[src/rtl/packet_rr_arbiter_if.sv]
// Per-channel AXI-Stream style inputs and the single muxed output of the packet arbiter.
// 'slave' is the arbiter's view; 'master' is the queues/routing-stage view.
interface packet_rr_arbiter_if #(
    parameter int DATA_WIDTH     = 32,
    parameter int CHANNEL_NUMBER = 5
);
    logic [CHANNEL_NUMBER-1:0]            in_tvalid;
    logic [CHANNEL_NUMBER*DATA_WIDTH-1:0] in_tdata;
    logic [CHANNEL_NUMBER-1:0]            in_tlast;
    logic [CHANNEL_NUMBER-1:0]            in_tready;
    logic                                 out_tvalid;
    logic [DATA_WIDTH-1:0]                out_tdata;
    logic                                 out_tlast;
    logic                                 out_tready;

    modport slave (
        input  in_tvalid, in_tdata, in_tlast, out_tready,
        output in_tready, out_tvalid, out_tdata, out_tlast
    );

    modport master (
        output in_tvalid, in_tdata, in_tlast, out_tready,
        input  in_tready, out_tvalid, out_tdata, out_tlast
    );
endinterface

[src/rtl/packet_rr_arbiter.sv]
// Packet-level round-robin arbiter: locks one input channel per packet onto the
// crossbar path and exposes the header's target X/Y to the routing stage.
module packet_rr_arbiter #(
    parameter int  DATA_WIDTH       = 32,
    parameter int  CHANNEL_NUMBER   = 5,
    parameter int  MAX_ROUTERS_X    = 4,
    parameter int  MAX_ROUTERS_Y    = 4,
    parameter int  MAX_PACKET_FLITS = 16,
    localparam int TX_W  = (MAX_ROUTERS_X > 1) ? $clog2(MAX_ROUTERS_X) : 1,
    localparam int TY_W  = (MAX_ROUTERS_Y > 1) ? $clog2(MAX_ROUTERS_Y) : 1,
    localparam int CNT_W = $clog2(MAX_PACKET_FLITS + 1),
    localparam int IDX_W = (CHANNEL_NUMBER > 1) ? $clog2(CHANNEL_NUMBER) : 1
) (
    input  logic              clk,
    input  logic              rst,
    packet_rr_arbiter_if.slave bus,
    output logic [TX_W-1:0]   target_x,
    output logic [TY_W-1:0]   target_y,
    output logic              grant_valid,
    output logic [IDX_W-1:0]  grant_idx,
    output logic [CNT_W-1:0]  flit_cnt,
    output logic              len_err
);

    typedef enum logic {IDLE, LOCKED} state_e;

    state_e           state_q;
    logic [IDX_W-1:0] rr_ptr_q;
    logic [IDX_W-1:0] grant_idx_q;
    logic             grant_valid_q;
    logic [TX_W-1:0]  target_x_q;
    logic [TY_W-1:0]  target_y_q;
    logic [CNT_W-1:0] flit_cnt_q;
    logic [CNT_W-1:0] flit_cnt_d;
    logic             len_err_q;

    logic [DATA_WIDTH-1:0] ch_data [CHANNEL_NUMBER];
    logic                  req_found;
    logic [IDX_W-1:0]      req_idx;
    logic                  fwd_en;
    logic                  hs;
    logic                  at_limit;
    logic                  release_pkt;

    function automatic logic [IDX_W-1:0] wrap_add(input logic [IDX_W-1:0] base, input int off);
        int sum;
        sum = int'(base) + off;
        if (sum >= CHANNEL_NUMBER) sum = sum - CHANNEL_NUMBER;
        return IDX_W'(sum);
    endfunction

    always_comb begin
        for (int i = 0; i < CHANNEL_NUMBER; i++) begin
            ch_data[i] = bus.in_tdata[i*DATA_WIDTH +: DATA_WIDTH];
        end
    end

    // First valid channel at or after rr_ptr, wrapping modulo CHANNEL_NUMBER.
    always_comb begin
        // NOTE: defaults first so every path assigns every output; otherwise a latch is inferred.
        req_found = 1'b0;
        req_idx   = '0;
        for (int k = 0; k < CHANNEL_NUMBER; k++) begin
            if (!req_found && bus.in_tvalid[wrap_add(rr_ptr_q, k)]) begin
                req_found = 1'b1;
                req_idx   = wrap_add(rr_ptr_q, k);
            end
        end
    end

    // Forwarding is blanked during reset so no flit is consumed in that cycle.
    assign fwd_en = (state_q == LOCKED) && !rst;

    always_comb begin
        bus.in_tready  = '0;
        bus.out_tvalid = 1'b0;
        bus.out_tdata  = '0;
        bus.out_tlast  = 1'b0;
        if (fwd_en) begin
            bus.out_tvalid             = bus.in_tvalid[grant_idx_q];
            bus.out_tdata              = ch_data[grant_idx_q];
            bus.out_tlast              = bus.in_tlast[grant_idx_q];
            bus.in_tready[grant_idx_q] = bus.out_tready;
        end
    end

    assign hs          = bus.out_tvalid & bus.out_tready;
    assign at_limit    = (flit_cnt_q == CNT_W'(MAX_PACKET_FLITS - 1));
    assign release_pkt = hs & (bus.out_tlast | at_limit);
    assign flit_cnt_d  = (&flit_cnt_q) ? flit_cnt_q : flit_cnt_q + CNT_W'(1);

    always_ff @(posedge clk) begin
        if (rst) begin
            state_q       <= IDLE;
            rr_ptr_q      <= '0;
            grant_idx_q   <= '0;
            grant_valid_q <= 1'b0;
            target_x_q    <= '0;
            target_y_q    <= '0;
            flit_cnt_q    <= '0;
            len_err_q     <= 1'b0;
        end else begin
            // NOTE: non-blocking only, so every register sees pre-edge values of the others.
            case (state_q)
                IDLE: begin
                    if (req_found) begin
                        state_q       <= LOCKED;
                        grant_idx_q   <= req_idx;
                        grant_valid_q <= 1'b1;
                        target_x_q    <= ch_data[req_idx][TX_W-1:0];
                        target_y_q    <= ch_data[req_idx][TX_W +: TY_W];
                        flit_cnt_q    <= '0;
                    end
                end
                LOCKED: begin
                    if (hs) flit_cnt_q <= flit_cnt_d;
                    if (release_pkt) begin
                        state_q       <= IDLE;
                        grant_valid_q <= 1'b0;
                        rr_ptr_q      <= wrap_add(grant_idx_q, 1);
                        if (!bus.out_tlast) len_err_q <= 1'b1;
                    end
                end
                default: state_q <= IDLE;
            endcase
        end
    end

    assign target_x    = target_x_q;
    assign target_y    = target_y_q;
    assign grant_valid = grant_valid_q;
    assign grant_idx   = grant_idx_q;
    assign flit_cnt    = flit_cnt_q;
    assign len_err     = len_err_q;

endmodule

[src/flat_wrapper.sv]
// flat-port wrapper written by rule: the top's interface ports become plain ports
module packet_rr_arbiter_flat 
#(
    parameter int  DATA_WIDTH       = 32,
    parameter int  CHANNEL_NUMBER   = 5,
    parameter int  MAX_ROUTERS_X    = 4,
    parameter int  MAX_ROUTERS_Y    = 4,
    parameter int  MAX_PACKET_FLITS = 16,
    localparam int TX_W  = (MAX_ROUTERS_X > 1) ? $clog2(MAX_ROUTERS_X) : 1,
    localparam int TY_W  = (MAX_ROUTERS_Y > 1) ? $clog2(MAX_ROUTERS_Y) : 1,
    localparam int CNT_W = $clog2(MAX_PACKET_FLITS + 1),
    localparam int IDX_W = (CHANNEL_NUMBER > 1) ? $clog2(CHANNEL_NUMBER) : 1
)
  (clk, rst, target_x, target_y, grant_valid, grant_idx, flit_cnt, len_err, bus_in_tvalid, bus_in_tdata, bus_in_tlast, bus_out_tready, bus_in_tready, bus_out_tvalid, bus_out_tdata, bus_out_tlast);
  packet_rr_arbiter_if #(.DATA_WIDTH(DATA_WIDTH), .CHANNEL_NUMBER(CHANNEL_NUMBER)) bus_i ();
  input  logic clk;
  input  logic rst;
  output logic [TX_W-1:0] target_x;
  output logic [TY_W-1:0] target_y;
  output logic grant_valid;
  output logic [IDX_W-1:0] grant_idx;
  output logic [CNT_W-1:0] flit_cnt;
  output logic len_err;
  input wire logic [$bits(bus_i.in_tvalid)-1:0] bus_in_tvalid;
  input wire logic [$bits(bus_i.in_tdata)-1:0] bus_in_tdata;
  input wire logic [$bits(bus_i.in_tlast)-1:0] bus_in_tlast;
  input wire logic [$bits(bus_i.out_tready)-1:0] bus_out_tready;
  output wire logic [$bits(bus_i.in_tready)-1:0] bus_in_tready;
  output wire logic [$bits(bus_i.out_tvalid)-1:0] bus_out_tvalid;
  output wire logic [$bits(bus_i.out_tdata)-1:0] bus_out_tdata;
  output wire logic [$bits(bus_i.out_tlast)-1:0] bus_out_tlast;
  assign bus_i.in_tvalid = bus_in_tvalid;
  assign bus_i.in_tdata = bus_in_tdata;
  assign bus_i.in_tlast = bus_in_tlast;
  assign bus_i.out_tready = bus_out_tready;
  assign bus_in_tready = bus_i.in_tready;
  assign bus_out_tvalid = bus_i.out_tvalid;
  assign bus_out_tdata = bus_i.out_tdata;
  assign bus_out_tlast = bus_i.out_tlast;
  packet_rr_arbiter #(.DATA_WIDTH(DATA_WIDTH), .CHANNEL_NUMBER(CHANNEL_NUMBER), .MAX_ROUTERS_X(MAX_ROUTERS_X), .MAX_ROUTERS_Y(MAX_ROUTERS_Y), .MAX_PACKET_FLITS(MAX_PACKET_FLITS)) u_core (.clk(clk), .rst(rst), .bus(bus_i), .target_x(target_x), .target_y(target_y), .grant_valid(grant_valid), .grant_idx(grant_idx), .flit_cnt(flit_cnt), .len_err(len_err));
endmodule
[config.mk]
export PLATFORM = sky130hd
export DESIGN_NAME = packet_rr_arbiter_flat
export DESIGN_NICKNAME = d
export VERILOG_FILES = /design/src/rtl/packet_rr_arbiter_if.sv /design/src/rtl/packet_rr_arbiter.sv /design/src/flat_wrapper.sv
export SDC_FILE = /design/constraint.sdc
export NUM_CORES = 1
export LEC_CHECK = 0
export CAP_MARGIN = 0
export CORE_UTILIZATION = 40
export CTS_BUF_LIST = sky130_fd_sc_hd__clkbuf_16
export CTS_CLUSTER_SIZE = 28
export DETAILED_ROUTE_END_ITERATION = 8
export GPL_TIMING_DRIVEN = 0
export MAX_ROUTING_LAYER = met4
export PLACE_DENSITY_LB_ADDON = 0.3
export SKIP_LAST_GASP = 1
export SYNTH_ARGS = -nofsm -noshare
export SYNTH_HDL_FRONTEND = slang
export SYNTH_SLANG_ARGS = --single-unit
[constraint.sdc]
create_clock -name clk -period 6.74 [get_ports clk]
set_input_delay 0.674 -clock clk [delete_from_list [all_inputs] [get_ports clk]]
set_output_delay 0.674 -clock clk [all_outputs]
set_load 0.02 [all_outputs]
# Word-level counts from Yosys, hierarchy flattened
# Index checks and enable logic that the tools add are counted.
# W data, S select, Z words.
# totals
register_bits,18
input_bits,173
# op_classes
add_sub_neg,12
magnitude_cmp,15
n_mux,52
bitwise,8
eq_ne,5
n_reduce_logical,17
# op_table
cell,count
$bmux W32 S3,2
$mux W32,3
$mux W3,11
$lt A3 B4 Y1 const B,6
$bmux W1 S3,7
$ge A4 B3 Y1 const B,5
$mux W5,4
$mux W1,19
$sub A3 B3 Y3 const B,6
$pmux W5 S2,1
$add A3 B1 Y4 const B,2
$add A3 B2 Y4 const B,2
$ge A4 B4 Y1 const B,2
$mux W4,2
$not A3 Y4,2
$logic_and A1 B1 Y1,6
$ne A2 B2 Y1 const B,3
$reduce_and A2 Y1,3
$reduce_and A3 Y1,2
$add A5 B1 Y5 const B,1
$and A5 B5 Y5,1
$eq A5 B4 Y1 const B,1
$logic_not A1 Y1,5
$reduce_and A5 Y1,1
other kinds (9),12

# Longest topological paths before layout
# logic_depth
word_depth,21
mapped_depth,18
ltp_nobuf,14

# Worst setup path after synthesis
# OpenSTA, ideal clock, no wires.
# synth_path
path_kind,register to register
from,register u_core.rr_ptr_q[1]
to,"register u_core.target_x_q[0], in the netlist u_core.target_x[0]"
required_time_ns,6.649
stages_incl_launch_ff,17
t_arrival_ns,3.551
path_buffers,3
synth_period_minus_slack_ns,3.642
path_slack_ns,3.098
cell_sequence,dfxtp_1 > clkbuf_1 > inv_1 > ha_1 > ha_1 > clkbuf_1 > and3b_1 > o21ai_0 > a21oi_1 > mux2_4 > nor2_4 > nand2_1 > a221oi_2 > buf_6 > o21a_1 > o21ai_1 > a311oi_1
# synth_via
elab_chain_len,21
# synth_lines
element,line,text
start: declaration,packet_rr_arbiter.sv:28,logic [IDX_W-1:0] rr_ptr_q;
start signal: assignment,packet_rr_arbiter.sv:120,"rr_ptr_q <= wrap_add(grant_idx_q, 1);"
"parallel branches: the longest is 21 deep, another holds $add A3 B1 Y4",--,
end signal: assignment,packet_rr_arbiter.sv:110,target_x_q <= ch_data[req_idx][TX_W-1:0];
end: declaration,packet_rr_arbiter.sv:31,logic [TX_W-1:0] target_x_q;
# Several ways; the timed one is not identified. The select of a mux whose other input is x is not followed.
# A chain may end at the register's enable or synchronous reset.

# Worst setup path in the final report
# layout_path
from,register u_core.rr_ptr_q[1]
to,"register u_core.target_x_q[1], in the netlist u_core.target_x[1]"
# Same word-level chain as after synthesis.

==> run_results.csv <==
group,metric,value,unit
run_status,status,"complete, but fails checks",
run_status,violations,"DRC",
timing,worst_pin_slew,1250,ps
clock_network,cts.sink_count,18,
logic_synthesis,ys_top_cells_by_area,"dfxtp_1 9.8%, mux2i_1 9.8%, nor2_1 8.4%",
drt,vias_per_cell,6.03,
worst_setup_path,crit_arrival,4810,ps
finish,syn_to_final_growth,66.3,%
die,chipWidth,98.1,um
place,place.detailed.hpwl,14000,um
logic_synthesis,netlist_area,0.00369,sq mm
die,die-area,0.00962,sq mm
logic_synthesis,synth_top_area_share,9.76,%
hold_path,worstHoldStart,"u_core.len_err$_SDFFE_PP0P_",
drt,drc,14,
finish,fill_cells,779,
die,io_pins,226,
worst_setup_path,start_kind,"flip-flop",
worst_setup_path,reg2reg_depth,15,
power,p_int,387,uW
worst_setup_path,path_delay_family,"compound AO/OA/AOI/OAI gates",
worst_setup_path,rr_startpoint,"u_core.rr_ptr_q[1]$_SDFFE_PP0P_",
worst_setup_path,startpoint,"u_core.rr_ptr_q[1]$_SDFFE_PP0P_",
logic_synthesis,syn_area_per_cell,7.17,sq um
drt,vias,5123,
timing,fmax,0.215,GHz
power,p_sw,210,uW
drt,wl_per_cell,20.1,um
logic_synthesis,synth_nets,702,
finish,fin_cells,850,
clock_network,cts_setup_buffers,0,
place,dp_slack,2210,ps
power,power_frac_seq,19.2,%
logic_synthesis,synth.most_common_cell,"nor2_1",
clock_network,clk_pin_slew,50,ps
clock_network,htree_levels,1,
power,power.total,597,uW
finish,nets,930,
clock_network,hold_buffers,0,
clock_network,clock_latency,250,ps
global_routing,overflow,0,
worst_setup_path,slowest_stage,"dfxtp_1",
timing,skew,0.896,ps
global_routing,grt_pass1_vias,5025,
timing,rsz0062_at_grt,"no",
worst_setup_path,worst-path-buf-inv,3,
worst_setup_path,crit_cells,15,
power,pwr_density_cell,97.3,mW/mm^2
hold_path,holdCritPathClass,"flip-flop to flip-flop",
worst_setup_path,path_cells,"clkbuf_1 -> inv_1 -> ha_1 -> ha_1 -> clkbuf_1 -> and3b_1 -> o21ai_0 -> a21oi_1 -> mux2_4 -> or3b_1 -> a31oi_1 -> o31ai_1 -> nor3_1 -> o21ai_0 -> a311oi_1",
drt,wl,17100,um
timing,hold_viol_final,0,
logic_synthesis,ys_seq_area_share,9.76,%
logic_synthesis,syn_inst,515,
power,combPwrFrac,60.3,%
clock_network,numCtsBuffers,3,
worst_setup_path,worstPathMaxFanout,10,
logic_synthesis,synth_warnings,0,
clock_network,cts-root-buf,"clkbuf_16",
clock_network,clock_path_buffers,2,
power,leakagePower,0.00219,uW
die,die_h,98.1,um
worst_setup_path,required,6890,ps
worst_setup_path,endpoint_kind,"flip-flop",
place,dp_cells,846,
die,fp.coreArea,0.00885,sq mm
timing,period_share,69.1,%
job,cap_violations,0,
finish,drive_above_1_share,4.72,%
drt,drt-pass1-iter-count,9,
power,peakVddDrop,81.3,uV
global_routing,grt_pass1_wl,26000,um
clock_network,post_cts_resized,0,
drt,drtIter0Drc,366,
global_routing,antenna_found_initial,0,
logic_synthesis,async_flop_share,0,%
worst_setup_path,slowest_delay,450,ps
logic_synthesis,synth_edf_count,0,
global_routing,grt_max_degree,11,
logic_synthesis,synth-main-ff-cell,"dfxtp_1",
timing,setup_tns,0,ps
place,gp_congestion,1.01,
finish,antennaDiodeCount,0,
timing,finalWorstSetupSlack,2080,ps
die,start_util,41.7,%
logic_synthesis,yosys-top-cells-count,"83 x nor2_1, 37 x a21oi_1, 36 x mux2i_1",
power,power_frac_clock,20.4,%
logic_synthesis,synth_area_leader_cell,"dfxtp_1",
timing,period_needed,4660,ps
global_routing,grt.total_usage,35.2,%
logic_synthesis,synthDistinctLibCells,64,
timing,drv_slew,0,
worst_setup_path,worstSetupPathType,"flip-flop to flip-flop",
hold_path,whs_path_depth,2,
die,row_count,34,
timing,finalSetupViolations,0,
power,swShare,35.2,%
logic_synthesis,synth-seq-cells,18,
drt,postRouteAntennaNets,0,
clock_network,cts_tree,"done",
place,io_buffers,223,
timing,slew_headroom,15.8,%
[final cells by class]
| class | count | area [sq um] | area share, % |
|---|---|---|---|
| Multi-Input combinational cell | 434 | 3040 | 49.5 |
| Timing Repair Buffer | 223 | 2230 | 36.4 |
| Sequential cell | 18 | 360 | 5.87 |
| Tap cell | 108 | 135 | 2.20 |
| Clock buffer | 3 | 75.1 | 1.22 |
| Inverter | 14 | 52.6 | 0.856 |
| Buffer | 49 | 240 | 3.91 |
| Clock inverter | 1 | 3.75 | 0.0612 |
[tightest hold or removal path, stage by stage, from the launching register on]
cell and delay (ps):
dfxtp_1 320, a21oi_1 40, nor2_1 70
[registers in the layout (all words and copies together) (netlist names)]
| signal | flops |
|---|---|
| u_core.grant_idx | 3 |
| u_core.len_err | 1 |
| u_core.target_y | 2 |
| u_core.flit_cnt | 5 |
| u_core.state_q | 1 |
| u_core.grant_valid | 1 |
| u_core.rr_ptr_q | 3 |
| u_core.target_x | 2 |
[per-layer routing]
metal | vias to the layer above | part of all wire (%) | GRT usage, % | wire [um]
met5 | - | 0 | - | 0
met4 | 0 | 2.9 | 10.4 | 488
met3 | 42 | 9.3 | 6.37 | 1590
met2 | 288 | 47 | 58.2 | 8050
met1 | 2394 | 41 | 43.5 | 6960
li1 | 2399 | - | - | -
[power by group through the flow]
| stage | combinational (uW) | sequential (uW) | clock, uW |
|---|---|---|---|
| after floorplan | 170 | 121 | 0 |
| after global placement | 348 | 117 | 0 |
| after detailed placement | 354 | 117 | 0 |
| after CTS | 356 | 115 | 122 |
| after global routing | 383 | 115 | 129 |
| final | 360 | 115 | 122 |
[cells in the final DEF (no fill, tap or decap), drive strengths merged, types with 3 or more instances in the layout]
master,instances
mux2i,37
mux4,10
a21oi,37
o21a,9
nand2b,9
a311oi,5
nand2,33
o22a,19
nor3b,12
buf,17
xnor2,4
clkbuf,35
a221oi,3
and3,4
a22oi,25
a21boi,7
nor3,8
a222oi,10
clkdlybuf4s50,223
inv,14
nor4,8
o21ai,32
a211oi,14
nor2b,8
nor2,84
ha,13
o31ai,3
or2,3
o2111ai,3
dfxtp,18
a31oi,3
[metrics by stage]
step	utilization [%]	hold WS [ps]	area (sq um)
3_5_place_dp	68.5	456	6060
2_1_floorplan	-	560	3690
6_report	69.4	468	6140
5_1_grt	69.4	522	6140
3_3_place_gp	68.5	454	6060
4_1_cts	69.4	469	6140
[cell families (layout without fill, tap and decap cells)]
group	Yosys count	after routing	share of synthesized area, %
mux	49	49	16.9
simple gates	178	178	23.3
xor+xnor	5	5	1.19
compound gates	188	188	35.9
buf+inv	63	290	7.93
flops	18	18	9.76
fa+ha+maj	14	14	4.95
[final timing paths]
path                                     end  slack, ps
min reg2reg      u_core.len_err$_SDFFE_PP0P_        470
max          u_core.target_x[1]$_SDFFE_PP0P_       2080
max reg2reg  u_core.target_x[1]$_SDFFE_PP0P_       2080
min              u_core.len_err$_SDFFE_PP0P_        470
No activity file was read; power rests on OpenSTA's default activity.
